**config.mk**
```make
export PLATFORM = sky130hd
export DESIGN_NAME = anita3_trigger_pattern_buffer_flat
export DESIGN_NICKNAME = d
export VERILOG_FILES = /design/src/rtl/anita3_trigger_pattern_buffer_if.sv /design/src/rtl/anita3_trigger_pattern_buffer.sv /design/src/flat_wrapper.sv
export SDC_FILE = /design/constraint.sdc
export NUM_CORES = 1
export LEC_CHECK = 0
export BUFFER_PORTS_ARGS = -buffer_cell sky130_fd_sc_hd__buf_2
export CAP_MARGIN = 30
export CORE_MARGIN = 10
export CORE_UTILIZATION = 55
export CTS_BUF_LIST = sky130_fd_sc_hd__clkbuf_8
export DETAILED_ROUTE_END_ITERATION = 10
export GPL_ROUTABILITY_DRIVEN = 1
export PLACE_DENSITY = 0.74
export SLEW_MARGIN = 10
export SYNTH_ARGS = -nofsm -noshare
export SYNTH_HDL_FRONTEND = slang
export SYNTH_SLANG_ARGS = --single-unit
```
**constraint.sdc**
```tcl
create_clock -name clk250_i -period 12.6 [get_ports clk250_i]
set_input_delay 3.78 -clock clk250_i [delete_from_list [all_inputs] [get_ports clk250_i]]
set_output_delay 3.78 -clock clk250_i [all_outputs]
set_load 0.01 [all_outputs]
```
**src/rtl/anita3_trigger_pattern_buffer_if.sv**
```systemverilog
// Trigger-side and readout-side signals of the trigger pattern buffer.
// The slave modport is the buffer itself; master is whoever drives it.
interface anita3_trigger_pattern_buffer_if #(
  parameter int NUM_PHI   = 16,
  parameter int DEPTH     = 4,
  parameter int TS_BITS   = 32,
  parameter int TNUM_BITS = 16
);
  localparam int CW = $clog2(DEPTH) + 1;

  logic                   trig_i;
  logic [2*NUM_PHI-1:0]   phi_i;
  logic                   clear_i;
  logic                   rd_i;
  logic                   valid_o;
  logic [2*NUM_PHI-1:0]   pattern_o;
  logic [TS_BITS-1:0]     timestamp_o;
  logic [TNUM_BITS-1:0]   trig_num_o;
  logic [CW-1:0]          count_o;
  logic                   overflow_o;
  logic [TNUM_BITS-1:0]   dropped_o;

  modport slave (
    input  trig_i, phi_i, clear_i, rd_i,
    output valid_o, pattern_o, timestamp_o, trig_num_o, count_o, overflow_o, dropped_o
  );

  modport master (
    output trig_i, phi_i, clear_i, rd_i,
    input  valid_o, pattern_o, timestamp_o, trig_num_o, count_o, overflow_o, dropped_o
  );
endinterface

```
**src/rtl/anita3_trigger_pattern_buffer.sv**
```systemverilog
// Timestamps and numbers each rising trigger edge and queues {phi pattern, timestamp,
// trigger number} in a first-word-fall-through FIFO; drops are counted, not lost silently.
module anita3_trigger_pattern_buffer #(
  parameter int NUM_PHI   = 16,
  parameter int DEPTH     = 4,
  parameter int TS_BITS   = 32,
  parameter int TNUM_BITS = 16
) (
  input  logic clk250_i,
  input  logic rst_n_i,
  anita3_trigger_pattern_buffer_if.slave bus
);
  localparam int PW  = $clog2(DEPTH);
  localparam int CW  = PW + 1;
  localparam int PAT = 2 * NUM_PHI;

  logic [TS_BITS-1:0]   ts;
  logic [TNUM_BITS-1:0] tnum;
  logic [TNUM_BITS-1:0] dropped;
  logic [PW-1:0]        wr_ptr;
  logic [PW-1:0]        rd_ptr;
  logic [CW-1:0]        count;
  logic                 overflow;
  logic                 trig_d;
  logic                 armed;

  logic [PAT-1:0]       pat_mem [DEPTH];
  logic [TS_BITS-1:0]   ts_mem  [DEPTH];
  logic [TNUM_BITS-1:0] tn_mem  [DEPTH];

  logic det, full, pop, wr_en, drop;

  // armed stays low after reset until trig_i has been seen low, so a level that
  // was already high when reset released never counts as a fresh edge.
  always_comb begin
    det   = bus.trig_i & ~trig_d & armed;
    full  = (count == CW'(DEPTH));
    pop   = bus.rd_i & (count != '0);
    wr_en = det & (~full | pop);
    drop  = det & full & ~pop;
  end

  always_ff @(posedge clk250_i) begin
    if (!rst_n_i) begin
      ts       <= '0;
      tnum     <= '0;
      dropped  <= '0;
      wr_ptr   <= '0;
      rd_ptr   <= '0;
      count    <= '0;
      overflow <= 1'b0;
      trig_d   <= 1'b0;
      armed    <= 1'b0;
      for (int i = 0; i < DEPTH; i++) begin
        pat_mem[i] <= '0;
        ts_mem[i]  <= '0;
        tn_mem[i]  <= '0;
      end
    end else begin
      ts     <= ts + TS_BITS'(1);
      trig_d <= bus.trig_i;
      armed  <= armed | ~bus.trig_i;
      if (bus.clear_i) begin
        tnum     <= '0;
        dropped  <= '0;
        wr_ptr   <= '0;
        rd_ptr   <= '0;
        count    <= '0;
        overflow <= 1'b0;
      end else begin
        if (wr_en) begin
          pat_mem[wr_ptr] <= bus.phi_i;
          ts_mem[wr_ptr]  <= ts;
          tn_mem[wr_ptr]  <= tnum;
          wr_ptr          <= wr_ptr + PW'(1);
        end
        if (pop)
          rd_ptr <= rd_ptr + PW'(1);
        case ({wr_en, pop})
          2'b10:   count <= count + CW'(1);
          2'b01:   count <= count - CW'(1);
          default: count <= count;
        endcase
        // Trigger number advances even on a drop so gaps reveal lost triggers.
        if (det)
          tnum <= tnum + TNUM_BITS'(1);
        if (drop) begin
          overflow <= 1'b1;
          if (dropped != '1)
            dropped <= dropped + TNUM_BITS'(1);
        end
      end
    end
  end

  assign bus.valid_o     = (count != '0);
  assign bus.pattern_o   = pat_mem[rd_ptr];
  assign bus.timestamp_o = ts_mem[rd_ptr];
  assign bus.trig_num_o  = tn_mem[rd_ptr];
  assign bus.count_o     = count;
  assign bus.overflow_o  = overflow;
  assign bus.dropped_o   = dropped;
endmodule

```
**src/flat_wrapper.sv**
```systemverilog
// flat-port wrapper written by rule: the top's interface ports become plain ports
module anita3_trigger_pattern_buffer_flat 
#(
  parameter int NUM_PHI   = 16,
  parameter int DEPTH     = 4,
  parameter int TS_BITS   = 32,
  parameter int TNUM_BITS = 16
)
  (clk250_i, rst_n_i, bus_trig_i, bus_phi_i, bus_clear_i, bus_rd_i, bus_valid_o, bus_pattern_o, bus_timestamp_o, bus_trig_num_o, bus_count_o, bus_overflow_o, bus_dropped_o);
  anita3_trigger_pattern_buffer_if #(.NUM_PHI(NUM_PHI), .DEPTH(DEPTH), .TS_BITS(TS_BITS), .TNUM_BITS(TNUM_BITS)) bus_i ();
  input  logic clk250_i;
  input  logic rst_n_i;
  input wire logic [$bits(bus_i.trig_i)-1:0] bus_trig_i;
  input wire logic [$bits(bus_i.phi_i)-1:0] bus_phi_i;
  input wire logic [$bits(bus_i.clear_i)-1:0] bus_clear_i;
  input wire logic [$bits(bus_i.rd_i)-1:0] bus_rd_i;
  output wire logic [$bits(bus_i.valid_o)-1:0] bus_valid_o;
  output wire logic [$bits(bus_i.pattern_o)-1:0] bus_pattern_o;
  output wire logic [$bits(bus_i.timestamp_o)-1:0] bus_timestamp_o;
  output wire logic [$bits(bus_i.trig_num_o)-1:0] bus_trig_num_o;
  output wire logic [$bits(bus_i.count_o)-1:0] bus_count_o;
  output wire logic [$bits(bus_i.overflow_o)-1:0] bus_overflow_o;
  output wire logic [$bits(bus_i.dropped_o)-1:0] bus_dropped_o;
  assign bus_i.trig_i = bus_trig_i;
  assign bus_i.phi_i = bus_phi_i;
  assign bus_i.clear_i = bus_clear_i;
  assign bus_i.rd_i = bus_rd_i;
  assign bus_valid_o = bus_i.valid_o;
  assign bus_pattern_o = bus_i.pattern_o;
  assign bus_timestamp_o = bus_i.timestamp_o;
  assign bus_trig_num_o = bus_i.trig_num_o;
  assign bus_count_o = bus_i.count_o;
  assign bus_overflow_o = bus_i.overflow_o;
  assign bus_dropped_o = bus_i.dropped_o;
  anita3_trigger_pattern_buffer #(.NUM_PHI(NUM_PHI), .DEPTH(DEPTH), .TS_BITS(TS_BITS), .TNUM_BITS(TNUM_BITS)) u_core (.clk250_i(clk250_i), .rst_n_i(rst_n_i), .bus(bus_i));
endmodule
```
==> impl_metrics.csv, run 1 <==
group,metric,value,unit
run_status,status,"finished, final reports clean",
pwr,p_sw,0.000583,W
global_routing,antenna_found_initial,0,
cts,cts_buffers,67,
pwr,peakVddDrop,65.2,uV
setup_path,arrival,3050,ps
global_routing,grt_pass1_wl,58.3,mm
timing,period_share,0.542,
finish,multi_input_area,0.00572,mm2
cts,cts_resized,0,
finish,layout.nets,1382,
finish,final_cells,1791,
setup_path,path_max_fanout,39,
setup_path,cp.buffers_inverters,3,
synth,seq_area_frac_synth,0.650,
finish,n_fill_cell,2278,
synth,postSynthAreaPerCell,14.3,um2
route,vias_per_cell,5.67,
synth,synth-main-ff-cell,"edfxtp_1",
timing,slew_headroom,0.384,
cts,postCtsHoldBufs,0,
cts,cts_buffer_depth,3,
synth,postSynthRegisterBits,396,
setup_path,cp_num_cells,4,
synth,synth_area_leaders,"edfxtp_1 (56%), and2_1 (11%), mux4_2 (11%)",
setup_path,crit_type,"register to output pin",
setup_path,rr_worst_depth,5,
place,hpwl,20.7,mm
route,first_pass_iters,4,
floorplanning,die_y,196,um
timing,clock.fmax,0.146,GHz
setup_path,path_cells,"buf_12 > buf_4 > mux4_2 > buf_2",
pwr,finalPower,0.00260,W
floorplanning,start_util,0.559,
hold_path,hold_path_class,"register to register",
finish,final_common_cell,"edfxtp_1",
timing,finalMaxSlewViolations,0,
pwr,p_clk_frac,0.400,
setup_path,cpMaxStageDelayCell,"buf_4",
route,wl_per_cell,20.5,um
pwr,p_leak,7.08,nW
place,placedCellCount,1663,
timing,setup_tns,0,ps
cts,htree_levels,3,
global_routing,grt_pass1_vias,10466,
setup_path,critical-path-top-delay-family,"buffers and inverters",
synth,synth.largest_area_cell,"edfxtp_1",
pwr,p_per_area,134,mW/mm2
timing,setup_violations,0,
setup_path,critPathRequiredTime,8820,ps
cts,clk-insertion-delay-late,580,ps
pwr,combPwrFrac,0.038,
cts,path_clk_slew,50,ps
synth,syn_inst,1195,
route,vias,10152,
timing,rsz0062_at_grt,"no",
synth,syn_area,0.0171,mm2
global_routing,grt.total_usage,0.191,
cts,cts.sinks,396,
synth,synth_top_cell_area_share,0.561,
timing,hold_violations,0,
route,ant_nets,0,
floorplanning,die_x,196,um
finish,layout-drive-gt1-share,0.234,
route,first_iter_violations,678,
timing,fin_skew,30.5,ps
timing,finalCriticalPeriod,6830,ps
finish,register_area,0.0111,mm2
floorplanning,die_area,0.0386,mm2
global_routing,gr-total-overflow,0,
floorplanning,ioPinCount,138,
pwr,swShare,0.224,
synth,synth_cell_types,38,
timing,worst_slew_pin_slew,924,ps
finish,mostFrequentLayoutCells,"edfxtp_1 (320), and2_1 (309), buf_2 (137), mux4_2 (80), dfxtp_1 (74)",
finish,num_antenna_cells,0,
global_routing,grt_max_degree,81,
floorplanning,rows,64,
pwr,p_seq_frac,0.562,
synth,async_reset_ff_frac,0,
pwr,intPower,0.00202,W
route,wl,36.8,mm
floorplanning,core_area,0.0307,mm2
route,drcViolationCount,0,
synth,yosys_warnings,0,
setup_path,start_kind,"register",
hold_path,whs_path_depth,2,
place,gp_congestion,0.758,
place,io_buffers,137,
synth,synth_nets,1237,
cts,post-cts-setup-buffers,0,
cts,cts_tree,"built",
job,cap_violations,0,
finish,syn2layout_area_growth,13.8,%
setup_path,crit_path_max_incr_delay,690,ps
cts,cts_root_buffer,"clkbuf_8",
synth,synth_edf_count,320,
setup_path,end_kind,"output pin",
-- power by group through the flow --
stage | combinational, W | sequential (W) | clock (W)
global route | 0.000108 | 0.00147 | 0.00113
floorplan | 0.0000549 | 0.00149 | 0
detailed placement | 0.0000984 | 0.00149 | 0
CTS | 0.0000988 | 0.00146 | 0.00107
global placement | 0.0000977 | 0.00149 | 0
finish | 0.0000991 | 0.00146 | 0.00104
-- flip-flops by register name (all words and copies together), names as in the netlist, named ones only --
signal and flops:
u_core.bus.overflow_o 1, u_core.armed 1, u_core.tn_mem 64, u_core.bus.count_o 3, u_core.bus.dropped_o 16, u_core.wr_ptr 2, u_core.tnum 16, u_core.trig_d 1
u_core.pat_mem 128, u_core.ts_mem 128, u_core.rd_ptr 2, u_core.ts 32
-- synth_stat cells, drive strengths merged, types with 14 or more instances --
master	instances
clkbuf	60
inv	15
nand3	22
or3	21
nor2	38
o21ai	21
mux4	80
dfxtp	76
buf	17
or4	23
xor2	14
a21oi	43
nand2	29
o31ai	20
nand4	17
edfxtp	320
nor4	14
and2	309
-- layout make-up --
| type | count | share of cell area |
|---|---|---|
| flip-flops and latches | 396 | 0.571 |
| multi-input cells | 707 | 0.293 |
| clock buffers | 72 | 0.0508 |
| repair buffers | 153 | 0.0442 |
| well taps | 396 | 0.0254 |
| clock inverters | 52 | 0.0124 |
| inverters | 15 | 0.00289 |
-- worst register-to-register path, cell delays in order (launching register included) --
cell and delay (ps):
dfxtp_1 340, and3b_1 520, nand3_1 510, nor3_2 280
nand2b_4 480, buf_4 740
-- layer usage --
metal	vias up	global-route usage	wire (um)
met5	-	0	0
met4	0	0.0583	603
met3	56	0.0419	2330
met2	305	0.310	17800
met1	5049	0.252	16100
li1	4742	-	-
-- worst paths after layout --
check             slack [ps]    startpoint                    end
setup reg to reg        9240  u_core.armed  u_core.pat_mem[0][12]
hold reg to reg          470  u_core.armed           u_core.armed
hold / removal           470  u_core.armed           u_core.armed
setup / recovery        5770      register    bus_timestamp_o[31]
-- per-stage QoR --
stage	setup WS, ps	utilization	hold WS (ps)	instance area [um2]
6_report	5770	0.636	467	19500
5_1_grt	5510	0.636	485	19500
4_1_cts	5480	0.633	464	19400
3_5_place_dp	5140	0.593	455	18200
3_3_place_gp	5220	0.593	451	18200
2_1_floorplan	1770	-	439	17100
-- cells by family after synthesis --
logic type               Yosys count  share of synthesized area
buffers and inverters             92                     0.0204
XOR/XNOR                          22                     0.0112
multiplexers                      84                      0.108
adder cells (fa/ha/maj)            5                    0.00409
flip-flops                       396                      0.650
AND/OR/NAND/NOR                  507                      0.177
AO/OA/AOI/OAI                     89                     0.0299
(Power assumes the default switching activity.)
==> run 2: changes to the inputs <==
- ABC_AREA: unset -> 1
- PLACE_DENSITY: 0.74 -> 0.77
- clock period: 12.6 -> 5.7 ns (I/O delays scaled with it)
==> impl_metrics.csv, run 2 <==
group,metric,value,unit
timing,setup_violations,0,
setup_path,cp.buffers_inverters,2,
pwr,p_clk_frac,0.375,
pwr,p_sw,0.00125,W
cts,post-cts-setup-buffers,0,
setup_path,critPathRequiredTime,3990,ps
setup_path,path_cells,"buf_4 > o21ai_0 > o22ai_1 > buf_2",
finish,mostFrequentLayoutCells,"nor2_1 (591), edfxtp_1 (320), o21ai_0 (190), nand2_1 (163), inv_1 (152)",
setup_path,end_kind,"output pin",
pwr,p_leak,7.24,nW
synth,synth.most_common_cell,"nor2_1",
timing,setup_tns,0,ps
synth,synth.largest_area_cell,"edfxtp_1",
global_routing,gr-total-overflow,0,
synth,synth_top_cell_area_share,0.562,
setup_path,start_kind,"register",
floorplanning,rows,64,
cts,cts_buffers,60,
setup_path,cpMaxStageDelayCell,"dfxtp_4",
place,hpwl,25.0,mm
finish,register_area,0.0111,mm2
synth,yosys_warnings,0,
cts,cts_buffer_depth,3,
finish,layout-drive-gt1-share,0.125,
finish,final_cells,2350,
pwr,combPwrFrac,0.042,
pwr,p_seq_frac,0.583,
timing,period_share,0.838,
route,drcViolationCount,0,
finish,post-route-util,0.628,
cts,clk-insertion-delay-late,600,ps
synth,synth_area_leaders,"edfxtp_1 (56%), nor2_1 (13%), dfxtp_1 (8.9%)",
finish,layout.nets,1945,
timing,finalCriticalPeriod,4780,ps
place,placed_area,0.0182,mm2
synth,postSynthRegisterBits,396,
finish,final_cell_area,0.0193,mm2
setup_path,critical-path-top-delay-family,"buffers and inverters",
setup_path,crit_path_max_incr_delay,890,ps
cts,htree_levels,2,
synth,postSynthAreaPerCell,9.63,um2
finish,final_common_cell,"nor2_1",
cts,path_clk_slew,60,ps
global_routing,grt_pass1_wl,66.7,mm
pwr,swShare,0.225,
synth,synth_nets,1817,
run_status,status,"finished, final reports clean",
timing,rsz0062_at_grt,"no",
cts,cts_root_buffer,"clkbuf_8",
route,vias,13086,
setup_path,crit_type,"register to output pin",
floorplanning,die_area,0.0385,mm2
place,io_buffers,137,
floorplanning,core_area,0.0307,mm2
global_routing,grt_max_degree,82,
pwr,p_per_area,288,mW/mm2
route,first_pass_iters,5,
synth,seq_area_frac_synth,0.651,
global_routing,grt_pass1_vias,12880,
synth,syn_area,0.0171,mm2
timing,hold_ws,458,ps
job,cap_violations,0,
synth,async_reset_ff_frac,0,
hold_path,hold_path_class,"register to register",
synth,synth_edf_count,320,
pwr,intPower,0.00430,W
route,ant_nets,0,
timing,worst_slew_pin_slew,925,ps
route,wl,41.8,mm
floorplanning,die_y,196,um
finish,multi_input_area,0.00514,mm2
setup_path,arrival,3070,ps
finish,num_antenna_cells,0,
synth,synth-main-ff-cell,"edfxtp_1",
synth,synth_cell_types,27,
cts,cts_resized,0,
global_routing,grt.total_usage,0.212,
global_routing,antenna_found_initial,1,
cts,cts.sinks,396,
route,wl_per_cell,17.8,um
route,vias_per_cell,5.57,
synth,synthTopCellsByCount,"nor2_1 (591), edfxtp_1 (320), o21ai_0 (190)",
finish,n_fill_cell,2502,
floorplanning,start_util,0.557,
place,placedCellCount,2237,
timing,fin_skew,19.5,ps
cts,cts_tree,"built",
setup_path,path_max_fanout,81,
pwr,peakVddDrop,188,uV
floorplanning,die_x,196,um
finish,reg.largest.list,"u_core.pat_mem x128, u_core.ts_mem x128, u_core.tn_mem x64",
synth,syn_inst,1775,
place,gp_congestion,0.888,
timing,finalMaxSlewViolations,0,
timing,hold_violations,0,
timing,clock.fmax,0.209,GHz
cts,postCtsHoldBufs,0,
finish,syn2layout_area_growth,12.7,%
timing,slew_headroom,0.383,
floorplanning,ioPinCount,138,
route,first_iter_violations,1028,
run 2: cell count changes in the layout (fill, tap and decap cells not counted), moves of 80 or more:
cell     before  now
and2_1      309    1
inv_1        46  152
mux4_2       80    0
nand2_1      29  163
nor2_1       37  591
o21ai_0      20  190
o22ai_1       0   80
run 2: final cells by class:
class | instances | share of cell area
Clock inverter | 49 | 0.0101
Sequential cell | 396 | 0.578
Clock buffer | 64 | 0.0457
Multi-Input combinational cell | 1165 | 0.267
Inverter | 122 | 0.0240
Timing Repair Buffer | 158 | 0.0499
Tap cell | 396 | 0.0257
run 2: layer usage:
layer / GRT usage / vias to the layer above / part of all wire
li1: - / 6261 / -
met1: 0.273 / 6229 / 0.42
met2: 0.356 / 525 / 0.48
met3: 0.0375 / 69 / 0.079
met4: 0.0676 / 2 / 0.022
met5: 0.00255 / - / 0.00031
run 2: worst paths after layout:
kind                          from                   end  slack [ps]  depth (start not counted)
max                       register   bus_timestamp_o[11]         920                          4
min                  u_core.ts[31]         u_core.ts[31]         460                          2
max reg2reg  u_core.bus.count_o[0]  u_core.ts_mem[3][18]        3190                          9
min reg2reg          u_core.ts[31]         u_core.ts[31]         460                          2
run 2: power groups by stage:
stage                     clock [W]  combinational (W)  sequential (W)
after floorplan                   0           0.000129         0.00330
after global placement            0           0.000233         0.00329
after detailed placement          0           0.000237         0.00330
after CTS                   0.00211           0.000238         0.00324
after global routing        0.00225           0.000258         0.00325
final                       0.00208           0.000233         0.00324
run 2: stage by stage:
step / worst slack [ps] / total power (W)
after floorplan: 959 / 0.00343
after CTS: 964 / 0.00559
after global routing: 722 / 0.00575
final: 922 / 0.00555
after global placement: 1550 / 0.00353
after detailed placement: 1590 / 0.00354
run 2: cell families after synthesis:
| group | synth area share |
|---|---|
| AND/OR/NAND/NOR | 0.189 |
| buffers and inverters | 0.0494 |
| adder cells (fa/ha/maj) | 0.00410 |
| AO/OA/AOI/OAI | 0.101 |
| flip-flops | 0.651 |
| XOR/XNOR | 0.00512 |
run 2: worst register-to-register path: cells and delay by family (launching register included):
family,cells,cell delay (ps)
buf+inv,3,970
compound gates,2,220
flops,1,320
simple gates,4,690
